<file path="config.mk">
export PLATFORM = sky130hd
export DESIGN_NAME = matmult_scheduler
export DESIGN_NICKNAME = d
export VERILOG_FILES = /design/src/rtl/matmult_scheduler.sv
export SDC_FILE = /design/constraint.sdc
export NUM_CORES = 2
export LEC_CHECK = 0
export CAP_MARGIN = 0
export CORE_AREA = 2 2 712 714
export CTS_BUF_LIST = sky130_fd_sc_hd__clkbuf_4 sky130_fd_sc_hd__clkbuf_8 sky130_fd_sc_hd__clkbuf_16
export CTS_CLUSTER_DIAMETER = 150
export DETAILED_ROUTE_END_ITERATION = 6
export DIE_AREA = 0 0 714 716
export PLACE_DENSITY_LB_ADDON = 0.2
export SLEW_MARGIN = 15
export SYNTH_ARGS = -nofsm -noshare
export SYNTH_HDL_FRONTEND = slang
export SYNTH_SLANG_ARGS = --single-unit
</file>
<file path="constraint.sdc">
create_clock -name clk -period 2.4 [get_ports clk]
set_input_delay 0.24 -clock clk [delete_from_list [all_inputs] [get_ports clk]]
set_output_delay 0.24 -clock clk [all_outputs]
set_load 0.02 [all_outputs]
</file>
<file path="src/rtl/matmult_scheduler.sv">
// Round-robin scheduler for the 4x4x16b matrix-multiply engine: grants one of two
// requesters, sequences clear/load A/load B, waits for done with timeout, returns a tagged response.
module matmult_scheduler #(
  parameter int TIMEOUT_CYC = 64,
  parameter int CNT_W       = 16
) (
  input  logic              clk,
  input  logic              nReset,
  input  logic              req0_valid,
  output logic              req0_ready,
  input  logic [255:0]      req0_a,
  input  logic [255:0]      req0_b,
  input  logic              req1_valid,
  output logic              req1_ready,
  input  logic [255:0]      req1_a,
  input  logic [255:0]      req1_b,
  output logic              resp_valid,
  input  logic              resp_ready,
  output logic              resp_id,
  output logic [255:0]      resp_data,
  output logic              resp_err,
  output logic              busy,
  output logic [CNT_W-1:0]  job_count,
  output logic [255:0]      eng_data,
  output logic              eng_load,
  output logic              eng_clear,
  input  logic              eng_done,
  input  logic [255:0]      eng_result
);

  typedef enum logic [2:0] {
    S_IDLE, S_CLEAR, S_LOAD_A, S_LOAD_B, S_WAIT, S_RESP
  } state_t;

  localparam logic [15:0] TMO_LAST = 16'(TIMEOUT_CYC - 1);

  state_t        state, state_nxt;
  logic          last;
  logic          gnt;
  logic          any_req;
  logic          tmo_hit;
  logic [255:0]  a_q, b_q;
  logic [15:0]   tmo_cnt;

  // On a tie the grant goes to whoever was not served last.
  assign any_req = req0_valid | req1_valid;
  assign gnt     = (req0_valid & req1_valid) ? ~last : ~req0_valid;
  assign tmo_hit = (tmo_cnt == TMO_LAST);

  always_ff @(posedge clk) begin
    if (!nReset) state <= S_IDLE;
    else         state <= state_nxt;
  end

  always_comb begin
    state_nxt = state;
    case (state)
      S_IDLE:   if (any_req) state_nxt = S_CLEAR;
      S_CLEAR:  state_nxt = S_LOAD_A;
      S_LOAD_A: state_nxt = S_LOAD_B;
      S_LOAD_B: state_nxt = S_WAIT;
      S_WAIT:   if (eng_done || tmo_hit) state_nxt = S_RESP;
      S_RESP:   if (resp_ready) state_nxt = S_IDLE;
      default:  state_nxt = S_IDLE;
    endcase
  end

  always_comb begin
    req0_ready = 1'b0;
    req1_ready = 1'b0;
    resp_valid = 1'b0;
    eng_clear  = 1'b0;
    eng_load   = 1'b0;
    eng_data   = '0;
    busy       = (state != S_IDLE);
    case (state)
      S_IDLE: begin
        req0_ready = nReset & any_req & ~gnt;
        req1_ready = nReset & any_req &  gnt;
      end
      S_CLEAR:  eng_clear = 1'b1;
      S_LOAD_A: begin
        eng_load = 1'b1;
        eng_data = a_q;
      end
      S_LOAD_B: begin
        eng_load = 1'b1;
        eng_data = b_q;
      end
      S_RESP:   resp_valid = 1'b1;
      default: ;
    endcase
  end

  always_ff @(posedge clk) begin
    if (!nReset) begin
      last      <= 1'b1;
      resp_id   <= 1'b0;
      a_q       <= '0;
      b_q       <= '0;
      tmo_cnt   <= '0;
      resp_data <= '0;
      resp_err  <= 1'b0;
      job_count <= '0;
    end else begin
      case (state)
        S_IDLE: if (any_req) begin
          a_q     <= gnt ? req1_a : req0_a;
          b_q     <= gnt ? req1_b : req0_b;
          resp_id <= gnt;
          last    <= gnt;
        end
        S_LOAD_B: tmo_cnt <= '0;
        S_WAIT: begin
          tmo_cnt <= tmo_cnt + 16'd1;
          // done takes priority over a timeout landing in the same cycle
          if (eng_done) begin
            resp_data <= eng_result;
            resp_err  <= 1'b0;
          end else if (tmo_hit) begin
            resp_data <= '0;
            resp_err  <= 1'b1;
          end
        end
        S_RESP: if (resp_ready) job_count <= job_count + 1'b1;
        default: ;
      endcase
    end
  end

endmodule

</file>
==> results.sh <==
export IMPL_r2r_slack_ns=-0.20
export IMPL_maxSlewViolCount=0
export IMPL_crit_type="flop to output pin"
export IMPL_reg2reg_depth=10
export IMPL_internal_power_w=0.0371
export IMPL_cp_common_cell="buf_16"
export IMPL_vdd_drop_max_uv=591
export IMPL_p_per_area_nw_per_um2=681
export IMPL_sw_frac_of_total_pct=35.2
export IMPL_crit_path_top_delay_cell="dfxtp_4"
export IMPL_fin_worst_skew_ns=0.0703
export IMPL_clock_sinks=806
export IMPL_syn_to_final_growth_pct=131
export IMPL_die_y_um=716
export IMPL_cts_buffers=124
export IMPL_synth_cell_types=49
export IMPL_ys_dominant_reg_cell="dfxtp_1"
export IMPL_dp_hpwl_um=344000
export IMPL_maxCapViolCount=0
export IMPL_min_from="eng_result[151]"
export IMPL_rsz0062_at_grt="true"
export IMPL_cpLargestDelayFamily="buffers and inverters"
export IMPL_cp_start_kind="flop"
export IMPL_grt_pass1_wl_um=517000
export IMPL_finalCriticalPeriod_ns=2.89
export IMPL_post_place_ws_ns=-0.259
export IMPL_cp_slowest_stage_delay_ns=0.39
export IMPL_final_hold_viol_count=0
export IMPL_antenna_found_initial=178
export IMPL_setup_viol=489
export IMPL_instances_no_fill=14630
export IMPL_cts_tree="built"
export IMPL_p_leak_nw=29.9
export IMPL_seqPwrFrac_pct=29.7
export IMPL_dr_pass1_iters=7
export IMPL_path_cells="buf_16, buf_16, buf_16, mux2i_4, nor2_1, buf_4, buf_12"
export IMPL_timing_rr_end="b_q[167]"
export IMPL_core_um2=504000
export IMPL_ys_ff_latch=806
export IMPL_synth_nets=6076
export IMPL_crit_arrival_ns=2.65
export IMPL_worstMarginPinSlew_ns=0.679
export IMPL_die_area_um2=511000
export IMPL_drcViolationCount=5
export IMPL_r2r_start="state[0]"
export IMPL_p_switching_w=0.0201
export IMPL_max_freq_ghz=0.346
export IMPL_critPathBufInv=5
export IMPL_relSlewSlack_pct=54.6
export IMPL_crit_cells=7
export IMPL_worstSetupEndpoint="eng_data[125]"
export IMPL_synth_cells=4788
export IMPL_synth_edf_count=0
export IMPL_ys_warn_count=0
export IMPL_post_place_cells=13250
export IMPL_core_rowCount=261
export IMPL_power_w=0.0572
export IMPL_path_max_fanout=14
export IMPL_routed_wl_um=408000
export IMPL_comb_power_share_pct=36.1
export IMPL_max_clock_path_buffers=4
export IMPL_postRouteAntennaNets=0
export IMPL_layout_common_cells="clkdlybuf4s50_1, nand2_1, dlygate4sd3_1"
export IMPL_post_route_period_util_pct=120
export IMPL_drive_above_1_share_pct=16.6
export IMPL_grt_pass1_vias=51281
export IMPL_initial_core_util_pct=7.23
export IMPL_grt_overflow=0
export IMPL_vias_per_cell=3.41
export IMPL_grt_util_all_layers_pct=15.2
export IMPL_clockPowerShare_pct=34.2
export IMPL_cts_root_buf="clkbuf_16"
export IMPL_ctsHtreeMaxLevel=3
export IMPL_insertion_delay_ns=0.89
export IMPL_io_pins=1822
export IMPL_setup_ws_ns=-0.489
export IMPL_nets=9031
export IMPL_final_common_cell="clkdlybuf4s50_1"
export IMPL_synth_area_um2=36400
export IMPL_postSynthAreaPerCell_um2=7.61
export IMPL_crit_path_end_kind="output pin"
export IMPL_yosysSeqAreaShare_pct=44.3
export IMPL_async_reset_ff_share_pct=0
export IMPL_dieWidth_um=714
export IMPL_whs_ns=0.0586
export IMPL_grt_max_degree=92
export IMPL_run_status="finished with violations"
export IMPL_hold_path_class="primary input to flop"
export IMPL_wl_per_cell_um=27.9
export IMPL_crit_start="state[0]"
export IMPL_clk_pin_slew_ns=0.06
export IMPL_port_buffers=1821
export IMPL_place_gp_congestion=0.965
export IMPL_required_ns=2.16
export IMPL_drt_iter0_markers=3062
export IMPL_vias=49885
export IMPL_violations="design-rule violations, negative setup slack"
registers in the layout, indices dropped and copies added (netlist names):
signal,flops
a_q,256
b_q,256
resp_data,256
resp_id,1
last,1
job_count,16
tmo_cnt,16
resp_err,1
state,3
what timing repair did:
action / CTS / global route
cloned: 15 / 8
hold buffers: 921 / 0
setup endpoints to repair: 315 / 974
setup buffers: 42 / 106
pin swaps: 7 / 27
hold endpoints to repair: 668 / 0
resized for setup: 520 / 674
worst register-to-register path: stages, from the launching register on:
cell and delay, ns:
dfxtp_4 0.37, buf_12 0.16, buf_6 0.12, or3_4 0.36
nor2_4 0.17, buf_12 0.12, buf_4 0.27, buf_12 0.30
buf_12 0.24, nor2_1 0.09, a311oi_1 0.28
cell families after synthesis:
family / count (synthesis) / synth area share (%)
xor gates and xnor gates: 9 / 0.216
AOI/OAI and AO/OA: 1071 / 20.2
adders and majority gates: 2 / 0.0687
buffers and inverters: 480 / 5.32
muxes: 261 / 7.18
and+or+nand+nor: 2159 / 22.8
DFF: 806 / 44.3
cell type report:
cell class | instances | area [um^2]
Tap cell | 6706 | 8390
Fill cell | 57133 | 419000
Timing Repair Buffer | 3298 | 34800
Sequential cell | 806 | 16100
Clock inverter | 35 | 432
Clock buffer | 184 | 3810
Multi-Input combinational cell | 3502 | 20300
Antenna cell | 88 | 220
Inverter | 11 | 48.8
synth_stat cells (2+ instances only):
cell type  instances  share of area [%]
xor2_1             5               0.12
o21ai_0          263                3.6
inv_1             10               0.10
buf_2             98                1.3
mux2i_1          260                7.1
buf_1             19               0.20
or4_1              4              0.082
clkbuf_1         350                3.6
nand2b_1           5              0.086
or3_1              6               0.10
ha_1               2              0.069
and2_1             5              0.086
buf_6              2              0.062
and3_1             3              0.052
nand3_1           15               0.21
nor4_1             7               0.12
dfxtp_1          806                 44
a311oi_1         513                 12
o31ai_1            3              0.062
nand4b_1           2              0.048
xnor2_1            4              0.096
and4_1             2              0.048
a21oi_1          277                3.8
nand4_1            6               0.10
nor2_1           789                8.1
nor3_1             7              0.096
o21a_1             2              0.041
nand2_1         1299                 13
o211ai_1           4              0.082
routing by layer:
| layer | GRT usage, % | part of all wire, % | up-vias |
|---|---|---|---|
| met5 | 0 | 0.14 | - |
| met4 | 4.26 | 3.0 | 90 |
| met3 | 3.69 | 6.5 | 470 |
| li1 | - | - | 22644 |
| met1 | 16.9 | 38 | 24838 |
| met2 | 28.3 | 52 | 1843 |
power groups by stage:
stage	combinational [W]	sequential (W)	clock [W]
floorplan	0.00706	0.0164	0
global placement	0.0163	0.0169	0
detailed placement	0.0163	0.0169	0
CTS	0.0193	0.0167	0.0204
global route	0.0221	0.0172	0.0207
finish	0.0207	0.0170	0.0196
worst min-delay path by stage:
stage	endpoint	slack, ns	depth (start not counted)
final	resp_data[151]	0.06	3
after global routing	resp_data[128]	0.04	3
after CTS	b_q[172]	0.0004	3
after detailed placement	job_count[15]	0.46	2
after global placement	resp_err	0.46	1
after floorplan	resp_data[0]	0.38	2
through the flow:
stage               area, um^2  util, %  setup TNS (ns)
floorplan                36400        -               0
global placement         66300     13.2           -4.00
detailed placement       66300     13.2           -2.64
CTS                      81200     16.1         -173.85
global route             84000     16.7         -189.86
finish                   84100     16.7          -79.64
(Power assumes the default switching activity.)
